--- src/rtl/tt_um_marno_cnt_if.sv ---
// Tiny Tapeout user-project pin bundle for tt_um_marno_cnt.
// The master side drives the pins and the slave side is the user design.
interface tt_um_marno_cnt_if;
   logic       ena;
   logic [7:0] ui_in;
   logic [7:0] uo_out;
   logic [7:0] uio_in;
   logic [7:0] uio_out;
   logic [7:0] uio_oe;

   modport master (
      output ena, ui_in, uio_in,
      input  uo_out, uio_out, uio_oe
   );

   modport slave (
      input  ena, ui_in, uio_in,
      output uo_out, uio_out, uio_oe
   );
endinterface

--- src/rtl/tt_um_marno_cnt.sv ---
// WIDTH-bit up/down counter with prescaler, byte-wise load, byte readout and wrap status.
// Define TT_MARNO_GRAY_OUT_EN to present the Gray code of the count on uo_out.
module tt_um_marno_cnt #(
   parameter int unsigned WIDTH      = 16,
   parameter int unsigned PRESCALE_W = 4
) (
   input logic               clk,
   input logic               rst_n,
   tt_um_marno_cnt_if.slave  bus
);

   localparam int unsigned NBYTES = WIDTH / 8;

   typedef struct packed {
      logic [1:0] psel;
      logic       load;
      logic       dir;
      logic       run;
   } ctrl_t;

   logic                  rst_q;
   logic                  rst_n_i;
   ctrl_t                 s1_q, s1_d, s2_q, s2_d;
   logic                  s3_q, s3_d;
   logic [PRESCALE_W-1:0] pre_q, pre_d;
   logic [WIDTH-1:0]      cnt_q, cnt_d;
   logic                  tc_q, tc_d;
   logic                  sticky_q, sticky_d;

   logic [1:0]            sel;
   logic                  sel_ok;
   logic [PRESCALE_W-1:0] mask;
   logic                  tick;
   logic                  load_p;
   logic                  load_acc;
   logic                  step;
   logic                  wrap;
   logic [WIDTH-1:0]      out_word;
   logic [7:0]            uo;
   logic                  unused_ena;

   // Assert asynchronously, release on the first clk edge after rst_n rises.
   always_ff @(posedge clk or negedge rst_n) begin
      if (!rst_n) rst_q <= 1'b0;
      else        rst_q <= 1'b1;
   end
   assign rst_n_i = rst_q;

   always_ff @(posedge clk or negedge rst_n_i) begin
      if (!rst_n_i) begin
         s1_q     <= '0;
         s2_q     <= '0;
         s3_q     <= 1'b0;
         pre_q    <= '0;
         cnt_q    <= '0;
         tc_q     <= 1'b0;
         sticky_q <= 1'b0;
      end else begin
         s1_q     <= s1_d;
         s2_q     <= s2_d;
         s3_q     <= s3_d;
         pre_q    <= pre_d;
         cnt_q    <= cnt_d;
         tc_q     <= tc_d;
         sticky_q <= sticky_d;
      end
   end

   assign sel    = bus.ui_in[5:4];
   assign sel_ok = 32'(sel) < NBYTES;

   always_comb begin
      s1_d = {bus.ui_in[7:6], bus.ui_in[3:1]};
      s2_d = s1_q;
      s3_d = s2_q.load;
   end

   always_comb begin
      mask = '0;
      case (s2_q.psel)
         2'b00:   mask = '0;
         2'b01:   mask = PRESCALE_W'(3);
         2'b10:   mask = PRESCALE_W'(15);
         default: mask = '1;
      endcase
   end

   assign tick     = (pre_q & mask) == mask;
   assign load_p   = s2_q.load & ~s3_q;
   assign load_acc = load_p & ~bus.ui_in[0] & sel_ok;
   assign step     = s2_q.run & tick & ~load_acc;
   assign wrap     = step & (s2_q.dir ? (cnt_q == '0) : (cnt_q == '1));

   // An accepted load freezes both the count and the prescaler for that cycle.
   always_comb begin
      pre_d    = pre_q;
      cnt_d    = cnt_q;
      tc_d     = wrap;
      sticky_d = sticky_q | wrap;
      if (!s2_q.run)     pre_d = '0;
      else if (!load_acc) pre_d = pre_q + PRESCALE_W'(1);
      if (load_acc) begin
         sticky_d = 1'b0;
         for (int unsigned b = 0; b < NBYTES; b++) begin
            if (32'(sel) == b) cnt_d[b*8 +: 8] = bus.uio_in;
         end
      end else if (step) begin
         cnt_d = s2_q.dir ? cnt_q - WIDTH'(1) : cnt_q + WIDTH'(1);
      end
   end

   always_comb begin
`ifdef TT_MARNO_GRAY_OUT_EN
      out_word = cnt_q ^ (cnt_q >> 1);
`else
      out_word = cnt_q;
`endif
      uo = '0;
      for (int unsigned b = 0; b < NBYTES; b++) begin
         if (32'(sel) == b) uo = out_word[b*8 +: 8];
      end
   end

   assign bus.uo_out  = uo;
   assign bus.uio_out = {5'b0, s2_q.run, sticky_q, tc_q};
   assign bus.uio_oe  = {8{bus.ui_in[0]}};
   assign unused_ena  = bus.ena;

endmodule

--- src/flat_wrapper.sv ---
// flat-port wrapper written by rule: the top's interface ports become plain ports
module tt_um_marno_cnt_flat 
#(
   parameter int unsigned WIDTH      = 16,
   parameter int unsigned PRESCALE_W = 4
)
  (clk, rst_n, bus_ena, bus_ui_in, bus_uio_in, bus_uo_out, bus_uio_out, bus_uio_oe);
  tt_um_marno_cnt_if bus_i ();
  input logic clk;
  input logic rst_n;
  input wire logic [$bits(bus_i.ena)-1:0] bus_ena;
  input wire logic [$bits(bus_i.ui_in)-1:0] bus_ui_in;
  input wire logic [$bits(bus_i.uio_in)-1:0] bus_uio_in;
  output wire logic [$bits(bus_i.uo_out)-1:0] bus_uo_out;
  output wire logic [$bits(bus_i.uio_out)-1:0] bus_uio_out;
  output wire logic [$bits(bus_i.uio_oe)-1:0] bus_uio_oe;
  assign bus_i.ena = bus_ena;
  assign bus_i.ui_in = bus_ui_in;
  assign bus_i.uio_in = bus_uio_in;
  assign bus_uo_out = bus_i.uo_out;
  assign bus_uio_out = bus_i.uio_out;
  assign bus_uio_oe = bus_i.uio_oe;
  tt_um_marno_cnt #(.WIDTH(WIDTH), .PRESCALE_W(PRESCALE_W)) u_core (.clk(clk), .rst_n(rst_n), .bus(bus_i));
endmodule
--- config.mk ---
export PLATFORM = sky130hd
export DESIGN_NAME = tt_um_marno_cnt_flat
export DESIGN_NICKNAME = d
export VERILOG_FILES = /design/src/rtl/tt_um_marno_cnt_if.sv /design/src/rtl/tt_um_marno_cnt.sv /design/src/flat_wrapper.sv
export SDC_FILE = /design/constraint.sdc
export NUM_CORES = 1
export LEC_CHECK = 0
export BUFFER_PORTS_ARGS = -buffer_cell sky130_fd_sc_hd__buf_2
export CAP_MARGIN = 25
export CORE_MARGIN = 4
export CORE_UTILIZATION = 60
export CTS_CLUSTER_SIZE = 24
export DETAILED_ROUTE_END_ITERATION = 7
export GPL_ROUTABILITY_DRIVEN = 0
export GPL_TIMING_DRIVEN = 0
export PLACE_DENSITY = 0.85
export SETUP_SLACK_MARGIN = 0.4
export SLEW_MARGIN = 5
export SYNTH_ARGS = -nofsm -noshare
export SYNTH_HDL_FRONTEND = slang
export SYNTH_SLANG_ARGS = --single-unit
--- constraint.sdc ---
create_clock -name clk -period 3.1 [get_ports clk]
set_clock_uncertainty 0.15 [all_clocks]
set_input_delay 0.62 -clock clk [delete_from_list [all_inputs] [get_ports clk]]
set_output_delay 0.62 -clock clk [all_outputs]
set_load 0.02 [all_outputs]
# --- Word-level counts from Yosys, hierarchy flattened ---
# Cells that the tools add are included.
totals:
  register_bits: 34
  word_cells: 55
op_classes:
  n_addsub: 3
  order_cmp: 1
  eq_ne: 7
  muxes: 12
  n_bitwise: 11
  n_reduce_logical: 6
ops:
  columns: ["op", "n"]
  rows:
  - ["16-bit 2-to-1 mux", 3]
  - ["8-bit 2-to-1 mux", 4]
  - ["16-bit by 1-bit adder with 16-bit output, second input constant", 1]
  - ["16-bit equality test, second input constant", 1]
  - ["16-bit logical NOT", 1]
  - ["16-bit by 1-bit subtractor with 16-bit output, second input constant", 1]
  - ["4-bit 2-to-1 mux", 2]
  - ["4-bit case mux with 2 select lines", 1]
  - ["1-bit bitwise AND", 6]
  - ["2-bit != test, second input constant", 3]
  - ["4-bit by 1-bit adder with 4-bit output, second input constant", 1]
  - ["4-bit bitwise AND", 1]
  - ["2-bit by 1-bit equality test with 1-bit output, second input constant", 2]
  - ["4-bit equality test", 1]
  - ["2-bit logical NOT", 2]
  - ["2-bit AND reduction", 2]
  - ["1-bit inverter", 3]
  - ["2-bit < comparator, second input constant", 1]
  - ["1-bit 2-to-1 mux", 2]
  - ["2-bit nonzero test", 1]
  - ["1-bit OR", 1]

# --- Depth between registers and ports, before layout ---
# Gate-level depths: netlist of run 1.
depth:
  depth_word: 9
  ltp_mapped: 8

# --- Worst setup path before layout of run 1 ---
# Ideal clock, no wire load.
synth_path:
  path_kind: "register -> register"
  start: "register u_core.s2_q[1] (netlist name)"
  end: "register u_core.cnt_q[13]"
  setup_time_ps: 86
  t_arrival_ps: 2151
  required_ps: 2864
  path_slack_ps: 713
  path_stages_with_launch: 8
  path_buffers: 0
  period_less_slack_ps: 2387
  path_cell_list: "dfrtp_1 ha_1 a21o_1 a31o_2 nor2_4 o41ai_2 o311a_1 nor3_1"
synth_via:
  elab_chain_cells: 3
synth_lines:
  columns: ["item", "line", "source"]
  rows:
  - ["from (decl)", "tt_um_marno_cnt.sv:23", "ctrl_t s1_q, s1_d, s2_q, s2_d;"]
  - ["from (signal assigned)", "tt_um_marno_cnt.sv:52", "s2_q <= '0;"]
  - ["from (signal assigned)", "tt_um_marno_cnt.sv:60", "s2_q <= s2_d;"]
  - ["16-bit 2-to-1 mux", "tt_um_marno_cnt.sv:108", "cnt_d = s2_q.dir ? cnt_q - WIDTH'(1) : cnt_q + WIDTH'(1);"]
  - ["16-bit 2-to-1 mux", "tt_um_marno_cnt.sv:107", "end else if (step) begin"]
  - ["16-bit 2-to-1 mux", "tt_um_marno_cnt.sv:102", "if (load_acc) begin"]
  - ["to (signal assigned)", "tt_um_marno_cnt.sv:63", "cnt_q <= cnt_d;"]
  - ["to (decl)", "tt_um_marno_cnt.sv:26", "logic [WIDTH-1:0] cnt_q, cnt_d;"]
# No other way between the ends. The select of a mux whose other input is x is not followed.
# A chain may end at the register's enable or synchronous reset.

# --- Worst setup path after layout of run 1 ---
layout_path:
  start: "register u_core.s2_q[1] (netlist name)"
  end: "register u_core.cnt_q[12]"
# The elaborated chain is that of the path after synthesis.

==> results of run 1 <==
## cells by family after synthesis
family / after synthesis / synth area share, %
AOI/OAI and AO/OA: 69 / 18.4
muxes: 9 / 3.80
adders and majority gates: 16 / 8.64
other: 2 / 0.312
xor gates and xnor gates: 13 / 4.73
buffers and inverters: 29 / 7.86
and+or+nand+nor: 98 / 20.9
DFF: 34 / 35.4
## worst max-delay path, cell delays in order, from the launching register on
cell	delay [ns]
dfrtp_4	0.58
fa_1	0.44
a21o_1	0.24
a221oi_4	0.32
nor2b_1	0.15
a31oi_1	0.30
xor2_1	0.18
a21oi_1	0.08
## what timing repair did
action                                  CTS  global route
hold buffers                              1             0
endpoints found under the setup margin    4             4
gates resized for setup                   2             6
buffers inserted                          0             2
endpoints found under the hold margin     1             0
## stage by stage
stage	total power [uW]	worst slack, ns
3_5_place_dp	1970	0.217
4_1_cts	2410	0.469
2_1_floorplan	1660	0.713
5_1_grt	2640	0.398
6_report	2450	0.492
3_3_place_gp	1910	0.288
## state kept, by name, summed over array words and instances, names as in the netlist
signal / cells
u_core.cnt_q: 16
u_core.s1_q: 5
u_core.pre_q: 4
u_core.s3_q: 1
u_core.sticky_q: 1
u_core.rst_n_i: 1
u_core.s2_q: 3
u_core.s3_d: 1
u_core.tc_q: 1
u_core.bus.uio_out: 1
## path summary, 6_finish.rpt
check                                    to  slack, ns  cells past startpoint
max reg2reg                u_core.cnt_q[12]       0.49                      7
max in group asynchronous   u_core.cnt_q[0]       2.23                      1
min                          u_core.s1_q[3]       0.07                      0
max                        u_core.cnt_q[12]       0.49                      7
min in group clk             u_core.s2_q[4]       0.20                      0
min reg2reg                  u_core.s1_q[3]       0.07                      0
## report_power, final
part,internal [uW],switching [uW]
Clock,239,172
Combinational,535,746
Sequential,555,198
Total,1330,1120
## layout make-up
type	count	area (um^2)	share of cell area [%]
Tap cell	48	60.1	2.11
Clock inverter	3	45.0	1.58
Clock buffer	5	68.8	2.42
Multi-Input combinational cell	211	1400	49.1
Inverter	4	15.0	0.528
Buffer	25	175	6.16
Sequential cell	34	855	30.0
Timing Repair Buffer	39	228	8.01
## routing by layer
| metal | part of all wire, % | vias up |
|---|---|---|
| li1 | - | 1062 |
| met1 | 42 | 1019 |
| met2 | 47 | 119 |
| met3 | 7.9 | 14 |
| met4 | 2.6 | 0 |
| met5 | 0 | - |
## cell usage after synthesis, types with 2 or more instances
library cell,count,share of area [%]
conb_1,2,0.31
or4b_4,2,1.1
buf_2,4,0.83
ha_1,15,7.8
xnor2_1,8,2.9
buf_6,2,0.94
nor2_1,31,4.8
inv_1,4,0.62
mux2i_1,8,3.3
a21oi_1,19,4.0
nor3_1,3,0.62
nand3_1,6,1.2
buf_4,16,5.0
o2111ai_1,2,0.73
o21ai_0,15,3.1
and2_1,4,1.0
a221oi_1,2,0.73
clkbuf_1,2,0.31
nor4_1,5,1.3
nand2_1,27,4.2
nor2b_1,4,1.0
a21o_1,4,1.2
o211ai_1,2,0.62
o22ai_1,5,1.3
xor2_1,5,1.8
dfrtp_1,34,35
a21boi_0,2,0.62
a31oi_1,9,2.3
nand4_1,8,2.1
## placed cells by master, fill, tap and decap left out, types with 3 or more instances in the layout
| cell type | netlist | final |
|---|---|---|
| buf_2 | 4 | 39 |
| dfrtp_1 | 34 | 33 |
| nor2_1 | 31 | 31 |
| nand2_1 | 27 | 27 |
| a21oi_1 | 19 | 18 |
| buf_4 | 16 | 18 |
| o21ai_0 | 15 | 14 |
| ha_1 | 15 | 14 |
| a31oi_1 | 9 | 9 |
| mux2i_1 | 8 | 8 |
| nand4_1 | 8 | 8 |
| xnor2_1 | 8 | 8 |
| nand3_1 | 6 | 6 |
| conb_1 | 2 | 6 |
| nor4_1 | 5 | 5 |
| o22ai_1 | 5 | 5 |
| xor2_1 | 5 | 5 |
| clkbuf_8 | 0 | 5 |
| inv_1 | 4 | 4 |
| a21o_1 | 4 | 4 |
| and2_1 | 4 | 4 |
| nor2b_1 | 4 | 4 |
| nor3_1 | 3 | 3 |
==> key figures, run 1 <==
Run status
  – Status: completed

Placement
  – PortBufs: 35
  – DP Cell Count: 358
  – Post-DP HPWL: 4.57 mm
  – Placed Area: 0.00268 mm^2

Clock network
  – Clock Path Buffers: 2
  – Clock sink count: 34
  – CTS root buffer: clkbuf_8
  – Number of CTS-inserted buffers: 5
  – CTS tree: yes
  – Clock transition at path regs: 0.07 ns
  – Worst skew pair latency: 0.29 ns
  – Number of H-tree levels: 2

Die
  – Die Y-Extent: 71.3 um
  – Die area: 0.00509 mm^2
  – Initial core utilization: 63.8%
  – # rows: 22
  – Die W: 71.3 um
  – CORE AREA: 0.00377 mm^2
  – IO Pins: 43

STA
  – # setup viols final: 0
  – Hold Slack: 0.0744 ns
  – Final period utilization: 84.1%
  – Sum Neg Setup Slack: 0 ns
  – Count of final max-slew check failures: 0
  – Max_slew headroom: 39.1%
  – Fmax achieved: 383 MHz
  – Worst Max-Slew Pin Slew: 0.901 ns
  – Final Hold Fails: 0
  – Unrepaired setup endpoints after global routing: false
  – Final Critical Period: 2.61 ns

Drt
  – Drc violations: 0
  – Vias per cell: 6.00
  – Post-Route WL: 6.13 mm
  – Via count: 2214
  – 1st-iter DRT viols: 182
  – Detail Route Antenna Nets: 0
  – Initial DRT Pass Iterations: 5
  – Avg WL per Cell: 16.6 um

Worst setup path
  – R2R Path Start: u_core.s2_q[1]
  – CP Launch Type: flop
  – Crit path from: u_core.s2_q[1]
  – CP Capture Type: flop
  – Required @ worst endpoint: 3.08 ns
  – Kind of critical path: reg2reg
  – CP max FO: 15
  – Crit path DAT: 2.59 ns

Global route
  – Largest net degree at the start of global routing: 23
  – First-pass GRT wire length: 10.2 mm
  – GRT busiest layer: met2
  – Met3 usage: 5.05%
  – Overall track demand over capacity in global routing: 25.6%
  – Initial antenna violation count: 0
  – GR met2 Demand/Resource: 40.9%
  – Met1 GRT Util: 33.7%
  – Number of global-route vias before repair: 2104
  – Overflow after GRT: 0

Synth
  – Cell variety after synth: 49
  – Synth Register Bits: 34
  – Post-synth EDFFs: 0
  – Post-synthesis sequential area ratio: 35.4%
  – Asr flop ratio synth: 100%
  – Top_reg_cell synth: dfrtp_1
  – Ys Warns: 0
  – Avg Cell Area, Syn: 8.91 um^2
  – Post-synthesis cell count: 270
  – Mapped cell area: 0.00240 mm^2

Finish
  – Diodes inserted: 0
  – Syn-to-layout area delta: 18.3%
  – Final Cell Area: 0.00284 mm^2
  – Fill cells: 276
  – Layout cell share with drive strength beyond 1: 26.2%
  – Util after Layout: 75.4%
  – Nets: 355
  – Fin cells: 369

Flow run
  – # Max-Cap Violations: 0

Power
  – Pwr/cell area: 860 mW/mm^2
  – Peak supply drop: 691 uV
  – P_leak: 0.00130 uW

Worst hold path
  – Hold WC Path Type: reg2async
(Power assumes the default switching activity.)
==> run 2: changes to the inputs <==
- ABC_AREA: unset -> 1
- CORE_UTILIZATION: 60 -> 57
- PLACE_DENSITY: 0.85 -> 0.81
- clock period: 3.1 -> 2.4 ns (I/O delays scaled with it)
==> run 2 against run 1 <==
Combinational power up 62%. First-iteration DRC count up 32%. Sequential share of layout area down 4.0 points. Power up 42%. Via count up 20%. Critical endpoint is now u_core.cnt_q[6]. Largest power group unchanged.
==> key figures, run 2 <==
Run status
  – Status: completed (unchanged)

Finish
  – Diodes inserted: 0 (unchanged)
  – Nets: 468 (was 355)
  – Max reg flops: 16 (unchanged)
  – Commonest non-fill, non-tap cells in the layout: nand2_1, inv_1, buf_2 (was buf_2, dfrtp_1, nor2_1)
  – Final Cell Area: 0.00328 mm^2 (was 0.00284 mm^2)
  – Layout cell share with drive strength beyond 1: 27.9% (was 26.2%)
  – Biggest regs: u_core.cnt_q: 16 flops, u_core.s1_q: 5 flops, u_core.pre_q: 4 flops (unchanged)
  – Top reg by flops: u_core.cnt_q (unchanged)
  – Syn-to-layout area delta: 26.3% (was 18.3%)
  – Commonest non-fill, non-tap cell in the layout: nand2_1 (was buf_2)

STA
  – # setup viols final: 0 (unchanged)
  – Fmax achieved: 479 MHz (was 383 MHz)
  – Max_slew headroom: 40.2% (was 39.1%)
  – Worst Max-Slew Pin Slew: 0.897 ns (was 0.901 ns)
  – Unrepaired setup endpoints after global routing: true (was false)
  – Final period utilization: 87.0% (was 84.1%)
  – Count of final max-slew check failures: 0 (unchanged)
  – Final Hold Fails: 0 (unchanged)
  – Final Critical Period: 2.09 ns (was 2.61 ns)
  – Sum Neg Setup Slack: 0 ns (unchanged)

Global route
  – First-pass GRT wire length: 10.8 mm (was 10.2 mm)
  – Overall track demand over capacity in global routing: 24.8% (was 25.6%)
  – Largest net degree at the start of global routing: 22 (was 23)
  – Initial antenna violation count: 0 (unchanged)
  – Number of global-route vias before repair: 2418 (was 2104)
  – Overflow after GRT: 0 (unchanged)

Synth
  – Cell variety after synth: 34 (was 49)
  – Top post-synthesis cells by area: dfrtp_1, nand2_1, inv_1 (was dfrtp_1, ha_1, buf_4)
  – Post-synthesis sequential area ratio: 32.7% (was 35.4%)
  – Top_reg_cell synth: dfrtp_1 (unchanged)
  – Synth cell count leaders: nand2_1, inv_1, dfrtp_1 (was dfrtp_1, nor2_1, nand2_1)
  – Most numerous cell in the Yosys netlist: nand2_1 (was dfrtp_1)
  – Asr flop ratio synth: 100% (unchanged)
  – Post-synthesis cell count: 376 (was 270)
  – Synth Register Bits: 34 (unchanged)
  – Ys Warns: 0 (unchanged)
  – Avg Cell Area, Syn: 6.92 um^2 (was 8.91 um^2)
  – Post-synth EDFFs: 0 (unchanged)
  – Mapped cell area: 0.00260 mm^2 (was 0.00240 mm^2)
  – Yosys top cell area share: 32.7% (was 35.4%)
  – Post-synthesis cell type with the largest combined area: dfrtp_1 (unchanged)

Power
  – Peak supply drop: 537 uV (was 691 uV)
  – Pwr/cell area: 1060 mW/mm^2 (was 860 mW/mm^2)
  – P_leak: 0.00179 uW (was 0.00130 uW)

Worst hold path
  – Hold WC Path Type: in2reg (was reg2async)
  – Hold path cells: 1

Worst setup path
  – R2R depth: 9 (was 7)
  – CP Capture Type: flop (unchanged)
  – CP Launch Type: flop (unchanged)
  – CP most frequent cell: nand2_2
  – CP max FO: 9 (was 15)
  – Slowest stage cell, crit path: dfrtp_4 (unchanged)
  – Kind of critical path: reg2reg (unchanged)
  – Worst path cell trace: buf_12 -> fa_2 -> nand2_2 -> nand2_2 -> nand3b_1 -> nand2_2 -> or2_2 -> nand3_1 -> a22oi_1 (was fa_1 -> a21o_1 -> a221oi_4 -> nor2b_1 -> a31oi_1 -> xor2_1 -> a21oi_1)
  – Required @ worst endpoint: 2.40 ns (was 3.08 ns)
  – CP peak stage delay: 0.50 ns (was 0.58 ns)
  – Crit path DAT: 2.09 ns (was 2.59 ns)

Drt
  – Via count: 2648 (was 2214)
  – Vias per cell: 5.45 (was 6.00)
  – Avg WL per Cell: 14.3 um (was 16.6 um)
  – Drc violations: 0 (unchanged)
  – Post-Route WL: 6.93 mm (was 6.13 mm)
  – Detail Route Antenna Nets: 0 (unchanged)
  – 1st-iter DRT viols: 240 (was 182)
  – Initial DRT Pass Iterations: 5 (unchanged)

Clock network
  – Number of CTS-inserted buffers: 5 (unchanged)
  – CTS root buffer: clkbuf_8 (unchanged)
  – Worst skew pair latency: 0.28 ns (was 0.29 ns)
  – Clock sink count: 34 (unchanged)
  – Number of H-tree levels: 2 (unchanged)
  – Clock Path Buffers: 2 (unchanged)
  – CTS tree: yes (unchanged)
  – Clock transition at path regs: 0.07 ns (about the same)

Die
  – Die W: 75.6 um (was 71.3 um)
  – Initial core utilization: 59.3% (was 63.8%)
  – CORE AREA: 0.00438 mm^2 (was 0.00377 mm^2)
  – # rows: 24 (was 22)
  – IO Pins: 43 (unchanged)
  – Die area: 0.00571 mm^2 (was 0.00509 mm^2)
  – Die Y-Extent: 75.6 um (was 71.3 um)

Flow run
  – # Max-Cap Violations: 0 (unchanged)

Placement
  – Placed Area: 0.00288 mm^2 (was 0.00268 mm^2)
  – PortBufs: 36 (was 35)
  – Post-DP HPWL: 4.91 mm (was 4.57 mm)
[run 2: what timing repair did]
action | in CTS | in global routing
cloned | 0 | 0
pin swaps | 2 | 2
endpoints found under the hold margin | 1 | 0
setup endpoints to repair | 17 | 18
gates resized for setup | 19 | 22
setup buffers | 7 | 1
hold buffers | 1 | 0
[run 2: worst max-delay path, delay by kind of cell (launching register included)]
kind,cells,cell delay [ns]
AND/OR/NAND/NOR,6,0.71
flip-flops,1,0.50
adder cells (fa/ha/maj),1,0.35
buffers and inverters,1,0.17
AO/OA/AOI/OAI,1,0.08
[run 2: area by class of cell]
cell class / count / area [um^2]
Fill cell: 322 / 1100
Tap cell: 52 / 65.1
Clock buffer: 6 / 82.6
Timing Repair Buffer: 46 / 282
Clock inverter: 2 / 12.5
Sequential cell: 34 / 855
Buffer: 20 / 145
Inverter: 64 / 240
Multi-Input combinational cell: 262 / 1600
[run 2: layer usage]
| metal | vias up | track usage (%) | wire (um) |
|---|---|---|---|
| met1 | 1192 | 32.3 | 2770 |
| met3 | 20 | 3.83 | 617 |
| met2 | 139 | 42.7 | 3330 |
| met4 | 0 | 7.18 | 210 |
| met5 | - | 0 | 0 |
| li1 | 1297 | - | - |
[run 2: cell families (layout without fill, tap and decap cells)]
group / after synthesis / in the layout / share of synthesized area, %
simple gates: 188 / 188 / 32.6
buf+inv: 84 / 138 / 14.8
compound gates: 50 / 50 / 11.0
flops: 34 / 34 / 32.7
fa+ha+maj: 16 / 16 / 7.98
other cells: 2 / 6 / 0.289
xor+xnor: 2 / 2 / 0.674
[run 2: worst paths after layout]
path | startpoint | endpoint | slack [ns]
worst max register to register | u_core.s2_q[1] | u_core.cnt_q[6] | 0.31
worst min-delay path | bus_ui_in[7] | u_core.s1_q[4] | 0.15
max in group asynchronous | u_core.rst_n_i | u_core.s2_q[1] | 1.23
min in group asynchronous | u_core.rst_n_i | u_core.s2_q[1] | 0.22
worst max-delay path | u_core.s2_q[1] | u_core.cnt_q[6] | 0.31
worst min register to register | u_core.s1_q[4] | u_core.s2_q[4] | 0.20
[run 2: metrics by stage]
stage          utilization (%)  power (uW)  instances  hold WS, ns  setup WS, ns
2_1_floorplan                -        2160        380       0.0344         0.459
6_report                  74.9        3470        486        0.150         0.313
3_5_place_dp              65.6        2570        469        0.107         0.242
3_3_place_gp              65.3        2520        468        0.104         0.256
4_1_cts                   72.7        3250        485        0.146         0.355
5_1_grt                   74.9        3750        486        0.141         0.276
[run 2: power by group]
| part | internal (uW) | leakage (uW) | total [uW] | switching [uW] |
|---|---|---|---|---|
| logic | 892 | 0.00134 | 2070 | 1180 |
| registers | 720 | 0.000396 | 958 | 238 |
| clock network | 230 | 0.0000472 | 438 | 208 |
